### src/rtl/edge_pkg.sv
// Shared encodings and limits for the edge filter bank.
package edge_pkg;

  // Per-channel event select, two bits per channel on the mode bus
  typedef enum logic [1:0] {
    MODE_OFF  = 2'b00,
    MODE_RISE = 2'b01,
    MODE_FALL = 2'b10,
    MODE_BOTH = 2'b11
  } mode_e;

  // Supported parameter ranges
  localparam int N_CH_MIN  = 1;
  localparam int N_CH_MAX  = 32;
  localparam int SYNC_MIN  = 2;
  localparam int SYNC_MAX  = 4;
  localparam int FILT_MIN  = 1;
  localparam int FILT_MAX  = 255;
  localparam int CNT_W_MIN = 1;
  localparam int CNT_W_MAX = 16;

  // Filtered-edge flags of one channel
  typedef struct packed {
    logic level;
    logic rise;
    logic down;
  } edge_flags_t;

  // A registered pulse qualifies when its direction is enabled in the mode
  function automatic logic qualifies(input mode_e m, input edge_flags_t f);
    logic [1:0] mb;
    mb = m;
    return (f.rise & mb[0]) | (f.down & mb[1]);
  endfunction

endpackage

### src/rtl/edge_chan.sv
// One channel: synchroniser, debounce filter, edge pulses, sticky flag, counter.
module edge_chan
  import edge_pkg::*;
#(
  parameter int SYNC_STAGES = 2,
  parameter int FILT_LEN    = 4,
  parameter int CNT_W       = 8
) (
  input  logic             clk,
  input  logic             rst,
  input  logic             a,
  input  logic [1:0]       mode,
  input  logic             clr,
  output logic             level,
  output logic             rise,
  output logic             down,
  output logic             pend,
  output logic [CNT_W-1:0] cnt
);

  localparam int FW = $clog2(FILT_LEN + 1);

  logic [SYNC_STAGES-1:0] sync;
  logic                   s;
  logic                   s_q;
  logic [FW-1:0]          stab;
  logic                   accept;
  logic                   qual;
  edge_flags_t            flags;

  // Synchroniser chain; the last stage is the sampled value
  always_ff @(posedge clk) begin
    if (rst) sync <= '0;
    else     sync <= {sync[SYNC_STAGES-2:0], a};
  end

  assign s = sync[SYNC_STAGES-1];

  // The filter looks at a registered copy of the sample, so a change sampled
  // at edge 0 lands on level after SYNC_STAGES+FILT_LEN edges.
  assign accept = (s_q != level) && (stab == FW'(FILT_LEN - 1));

  // Stability counter, filtered level and one-cycle pulses aligned with level
  always_ff @(posedge clk) begin
    if (rst) begin
      s_q   <= 1'b0;
      stab  <= '0;
      level <= 1'b0;
      rise  <= 1'b0;
      down  <= 1'b0;
    end else begin
      s_q  <= s;
      rise <= accept & s_q;
      down <= accept & ~s_q;
      if (s_q == level) begin
        stab <= '0;
      end else if (accept) begin
        stab  <= '0;
        level <= s_q;
      end else begin
        stab <= stab + FW'(1);
      end
    end
  end

  assign flags = '{level: level, rise: rise, down: down};
  assign qual  = qualifies(mode_e'(mode), flags);

  // Sticky flag and saturating counter; an event coincident with clr survives
  always_ff @(posedge clk) begin
    if (rst) begin
      pend <= 1'b0;
      cnt  <= '0;
    end else if (qual) begin
      pend <= 1'b1;
      if (clr)       cnt <= CNT_W'(1);
      else if (~&cnt) cnt <= cnt + CNT_W'(1);
    end else if (clr) begin
      pend <= 1'b0;
      cnt  <= '0;
    end
  end

endmodule

### src/rtl/edge_filter_bank.sv
// Bank of independent debounced edge detectors with a shared interrupt.
module edge_filter_bank
  import edge_pkg::*;
#(
  parameter int N_CH        = 4,
  parameter int SYNC_STAGES = 2,
  parameter int FILT_LEN    = 4,
  parameter int CNT_W       = 8
) (
  input  logic                  clk,
  input  logic                  rst,
  input  logic [N_CH-1:0]       a,
  input  logic [2*N_CH-1:0]     mode,
  input  logic [N_CH-1:0]       clr,
  output logic [N_CH-1:0]       level,
  output logic [N_CH-1:0]       rise,
  output logic [N_CH-1:0]       down,
  output logic [N_CH-1:0]       pend,
  output logic [CNT_W*N_CH-1:0] cnt,
  output logic                  irq
);

  logic [N_CH-1:0][1:0]       mode_a;
  logic [N_CH-1:0][CNT_W-1:0] cnt_a;

  assign mode_a = mode;
  assign cnt    = cnt_a;

  for (genvar i = 0; i < N_CH; i++) begin : g_ch
    edge_chan #(
      .SYNC_STAGES (SYNC_STAGES),
      .FILT_LEN    (FILT_LEN),
      .CNT_W       (CNT_W)
    ) u_chan (
      .clk   (clk),
      .rst   (rst),
      .a     (a[i]),
      .mode  (mode_a[i]),
      .clr   (clr[i]),
      .level (level[i]),
      .rise  (rise[i]),
      .down  (down[i]),
      .pend  (pend[i]),
      .cnt   (cnt_a[i])
    );
  end

  // Interrupt follows the pend registers directly
  assign irq = |pend;

endmodule

### config.mk
export PLATFORM = sky130hd
export DESIGN_NAME = edge_filter_bank
export DESIGN_NICKNAME = d
export VERILOG_FILES = /design/src/rtl/edge_pkg.sv /design/src/rtl/edge_chan.sv /design/src/rtl/edge_filter_bank.sv
export SDC_FILE = /design/constraint.sdc
export NUM_CORES = 1
export LEC_CHECK = 0
export ABC_AREA = 1
export BUFFER_PORTS_ARGS = -buffer_cell sky130_fd_sc_hd__buf_2
export CAP_MARGIN = 20
export CORE_ASPECT_RATIO = 0.6
export CORE_MARGIN = 2
export CORE_UTILIZATION = 59
export DETAILED_ROUTE_END_ITERATION = 16
export PLACE_DENSITY = 0.84
export REMOVE_ABC_BUFFERS = 1
export SLEW_MARGIN = 20
export SYNTH_ARGS = -nofsm -noshare
export SYNTH_HDL_FRONTEND = slang
export SYNTH_SLANG_ARGS = --single-unit
### constraint.sdc
create_clock -name clk -period 2.4 [get_ports clk]
set_clock_uncertainty 0.05 [all_clocks]
set_input_delay 0.12 -clock clk [delete_from_list [all_inputs] [get_ports clk]]
set_output_delay 0.12 -clock clk [all_outputs]
set_load 0.02 [all_outputs]
======== After elaboration in Yosys (flattened, before gate mapping) ========
Cells that the tools add are included.
W data, S select, Z words.
storage, ports and cells
  bits in registers ....................... 72
  input port bits ......................... 18
  output and inout bits ................... 49
  word-level logic and storage cells ...... 133
cells by class
  $add $sub $neg .......................... 8
  eq/ne operators ......................... 16
  mux-type cells .......................... 24
  bitwise logic cells ..................... 28
  reductions and logical operators ........ 25
operators with widths
  kind                   number
  $mux W8                16
  $add A8 B1 Y8 const B  4
  $reduce_and A8 Y1      4
  $and A1 B1 Y1          16
  $reduce_and A2 Y1      8
  $add A3 B1 Y3 const B  4
  $eq A3 B2 Y1 const B   4
  $reduce_or A3 Y1       4
  $mux W1                8
  $ne A2 B2 Y1 const B   4
  $not A1 Y1             8
  $reduce_bool A2 Y1     4
  $eq A1 B1 Y1           4
  $logic_and A1 B1 Y1    4
  $ne A1 B1 Y1           4
  $or A1 B1 Y1           4
  $reduce_or A4 Y1       1

======== Depth between registers and ports, before layout ========
  depth after elaboration ................. 4
  mapped depth ............................ 9
  gate-level depth less buffers ........... 9

======== Hierarchy ========
Synthesis repeated with hierarchy kept, for this count alone.
unflattened totals
  cells, all modules ...................... 467
  area, all modules ....................... 3,519.6 um^2
by module, submodules not included
  module            instances  cells an instance  area each (um^2)  sequential area each (um^2)
  edge_chan         4          116                877.1             360.3
  edge_filter_bank  1          3                  11.3              0.0

======== Least setup slack after synthesis ========
OpenSTA, ideal clock, no wires.
  kind .................................... register -> register
  start ................................... register g_ch[0].u_chan.cnt[0]
  end ..................................... register g_ch[0].u_chan.cnt[0]
  data arrival time ....................... 1.306 ns
  data required time ...................... 2.282 ns
  setup slack ............................. 0.976 ns
  stages on the path, launching flop included .. 8
  path through ............................ dfxtp_1 -> ha_1 -> nand2_1 -> inv_1 -> nand3_4 -> nand2_4 -> nand2_1 -> a21oi_2
between the ends
  word-level cells in the longest chain between the ends .. 4
  elaborated cells on any way between the ends .. 7
  those cells by class .................... add/sub: 1; eq/ne: 1; mux: 3; reduce/logical: 2
RTL lines
  element                 line             source
  start, declared         edge_chan.sv:18  output logic [CNT_W-1:0] cnt
  start signal, assigned  edge_chan.sv:77  else if (~&cnt) cnt <= cnt + CNT_W'(1);
  $add A8 B1 Y8           edge_chan.sv:77
  $mux W8                 edge_chan.sv:77
  $mux W8                 edge_chan.sv:76  if (clr) cnt <= CNT_W'(1);
  $mux W8                 edge_chan.sv:74  end else if (qual) begin
Parallel ways exist; a longest one is shown, timed or not. The select of a mux whose other input is x is not followed.
A chain may end at the register's enable or synchronous reset.

======== Final worst setup path ========
  start ................................... register g_ch[2].u_chan.pend
  end ..................................... output irq
between the ends
  word-level cells in the longest chain between the ends .. 1
RTL lines
  element                 line                    source
  start, declared         edge_chan.sv:17         output logic pend,
  start signal, assigned  edge_chan.sv:72         pend <= 1'b0;
  start signal, assigned  edge_chan.sv:75         pend <= 1'b1;
  start signal, assigned  edge_chan.sv:79         pend <= 1'b0;
  $reduce_or A4 Y1        edge_filter_bank.sv:49  assign irq = |pend;
  end, declared           edge_filter_bank.sv:20  output logic irq
Every way passes these cells.

==> impl_results.md <==
- Final core utilization: 72.4%
- Cts bufs inserted: 9
- DR pass1 iterations: 5
- Hold path cells: 4
- PostCTS Resize Cnt: 0
- Sequential-to-total area share from yosys stat: 41.5%
- Leakage: 0.00193 uW
- Combinational power share: 3.9%
- Required @ worst endpoint: 2.23 ns
- CTS tree: done
- Psw: 509 uW
- Rel. slew slack: 63.4%
- First-pass GRT wire length: 12.7 mm
- Die area: 6540 um^2
- Hold violation count in the final report: 0
- Grt peak-use layer: met2
- CORE AREA: 5620 um^2
- Status: complete, no violations
- Dominant cell type by area after synthesis: dfxtp_1
- Switching portion of total power: 19.8%
- Final cell count without fillers: 611
- Worst Hold End: g_ch[3].u_chan.cnt[3]
- Yosys top cell area share: 41.5%
- Layout cells sized above 1: 22.4%
- Area of the multi-input gates: 1610 um^2
- 1st-iter DRT viols: 254
- Met1 usage: 32.9%
- RSZ-0062 raised after global routing: false
- R2R depth: 9
- Count of cell types in the netlist: 29
- Initial Utilization: 61.8%
- Max-slew violations: 0
- Final Wtd Congestion: 0.959
- Placed Instances: 592
- Worst reg2reg path startpoint: g_ch[3].u_chan.cnt[0]
- Crit path time final: 1.55 ns
- RR Endpoint: g_ch[3].u_chan.cnt[5]
- Setup CP Type: reg2out
- Period utilisation layout: 64.5%
- Pint: 2060 uW
- GR Util met3: 9.10%
- Met2 Resource Use GR: 38.6%
- Num ports: 67
- Clock power frac: 49.0%
- Power Dens Cells: 631 nW/um^2
- Post-Route WL: 7.57 mm
- Post-DP HPWL: 5.53 mm
- Vias in the first global route: 2864
- ANT cells: 0
- Area growth syn-to-layout: 17.0%
- Largest net degree at the start of global routing: 47
- Longest Clk Path Bufs: 2
- FF-to-FF setup slack: 0.90 ns
- CTS clock-pin slew for the worst setup and hold paths: 0.08 ns
- Max cap viols: 0
- IO Port Bufs: 66
- Yosys warns: 0
- Peak supply drop: 0.421 mV
- Vias per Instance: 5.11
- Filler instances: 455
- GR Overflow Total: 0
- Sequential share of power: 47.1%
- Clock sink total: 72
- Hold Path Origin: clr[3]
- Worst Setup Start Kind: flip-flop
- Clock root cell: clkbuf_8
- Syn_area_per_cell: 7.45 um^2
- Die span in y: 63.5 um
- Worst min path class: in2reg
- Mapped Area: 3480 um^2
- H-tree Lvls: 3
- Worst-Skew Late Latency: 0.35 ns
- Die width: 103 um
- # DRC: 0
- Fin Setup TNS: 0 ns
- WP data arrival: 1.38 ns
- Crit Path Max Fanout: 3
- Final #Nets: 557
- Antenna viol nets, final: 0
- Register area: 1440 um^2
- Initial antenna violation count: 0
- Worst slew pin tran: 0.549 ns
- Gr usage total: 24.9%
- Post-Synthesis Cells: 467
- Wirelength per Cell: 12.4 um
- FP Rows: 21
- Seq cells post-synth: 72
- Fmax: 0.646 GHz
- Synth area leaders: dfxtp_1, nand2_1, nor2_1, inv_1, a21oi_1
- CP endpoint kind: output port
- Final setup viols: 0
- Via count: 3125
==> placed cells by master, fill, tap and decap left out, drive strengths merged <==
cell type,instances
ha,12
nand3,37
a21oi,35
bufinv,4
clkinv,1
or2,4
o21bai,4
o21ai,5
or4,1
dfxtp,72
clkbuf,10
nor2,81
nand4,12
dlygate4sd3,4
inv,73
buf,67
o211ai,2
nor3,13
nand2,94
==> cell type report <==
| class | instances | share of cell area [%] |
|---|---|---|
| Timing Repair Buffer | 71 | 9.29 |
| Clock inverter | 5 | 3.17 |
| Inverter | 73 | 6.73 |
| Sequential cell | 72 | 35.4 |
| Tap cell | 80 | 2.46 |
| Multi-Input combinational cell | 300 | 39.5 |
| Clock buffer | 10 | 3.38 |
==> state kept, by name (all words and copies together), names as in the netlist <==
name	count
g_ch.u_chan.stab	12
g_ch.u_chan.rise	4
g_ch.u_chan.s_q	4
g_ch.u_chan.pend	4
g_ch.u_chan.sync	8
g_ch.u_chan.down	4
g_ch.u_chan.cnt	32
g_ch.u_chan.level	4
==> how the worst max path moves through the flow <==
| stage | start | to | slack (ns) |
|---|---|---|---|
| finish | g_ch[2].u_chan.pend | irq | 0.85 |
| global route | g_ch[3].u_chan.cnt[0] | g_ch[3].u_chan.cnt[5] | 0.78 |
| CTS | g_ch[3].u_chan.pend | irq | 0.83 |
| detailed placement | g_ch[3].u_chan.cnt[0] | g_ch[3].u_chan.cnt[2] | 0.95 |
| global placement | g_ch[3].u_chan.cnt[0] | g_ch[3].u_chan.cnt[5] | 1.03 |
| floorplan | g_ch[0].u_chan.cnt[0] | g_ch[0].u_chan.cnt[0] | 0.98 |
==> synth_stat cells <==
library cell  count
ha_1             12
nand2_1          86
inv_2             4
nor2_4            4
o21ai_0           5
nand3_2           2
buf_6             1
nand3_1          29
inv_1            69
o211ai_1          2
buf_1             2
o21bai_1          4
clkbuf_1          1
or4_1             1
nand3_4           6
or2_1             3
nor2_1           70
buf_2             2
nor3_2            3
buf_4            16
nor2_2            7
nand2_2           4
nand4_1          12
dfxtp_1          72
or2_0             1
a21oi_2           3
nor3_1           10
a21oi_1          32
nand2_4           4
==> power groups by stage <==
stage | Clock, uW | Sequential (uW) | Combinational [uW]
floorplan | 0 | 1240 | 48.4
global placement | 0 | 1240 | 91.6
detailed placement | 0 | 1240 | 93.5
CTS | 1280 | 1210 | 99.0
global route | 1340 | 1210 | 111
finish | 1260 | 1210 | 99.7
==> worst max-delay path, cell delays in order (launching register included) <==
cell,delay [ns]
dfxtp_1,0.34
or4_1,0.52
buf_2,0.17
==> cells by family after synthesis <==
kind of cell | count (synthesis) | synth area share (%)
buffers and inverters | 95 | 12.3
adders and majority gates | 12 | 4.32
DFF | 72 | 41.5
AOI/OAI and AO/OA | 46 | 7.38
and+or+nand+nor | 242 | 34.6
==> what timing repair did <==
| item | 4_1_cts | 5_1_grt |
|---|---|---|
| hold buffers | 4 | 0 |
| setup buffers | 0 | 0 |
| hold endpoints to repair | 4 | 0 |
==> metrics by stage <==
| stage | total power, uW | hold slack (ns) | setup WS, ns | instance area, um^2 |
|---|---|---|---|---|
| floorplan | 1280 | 0.132 | 0.978 | 3320 |
| global placement | 1330 | 0.270 | 1.03 | 3760 |
| detailed placement | 1330 | 0.276 | 0.953 | 3760 |
| CTS | 2590 | 0.00619 | 0.833 | 4070 |
| global route | 2660 | 0.0335 | 0.781 | 4070 |
| finish | 2570 | 0.0293 | 0.851 | 4070 |
==> layer usage <==
metal	vias to the layer above	wire length (um)
met5	-	0
met4	0	61
met3	8	560
met2	128	3260
met1	1412	3690
li1	1577	-
Note: power is estimated with default switching activity, not from simulation.
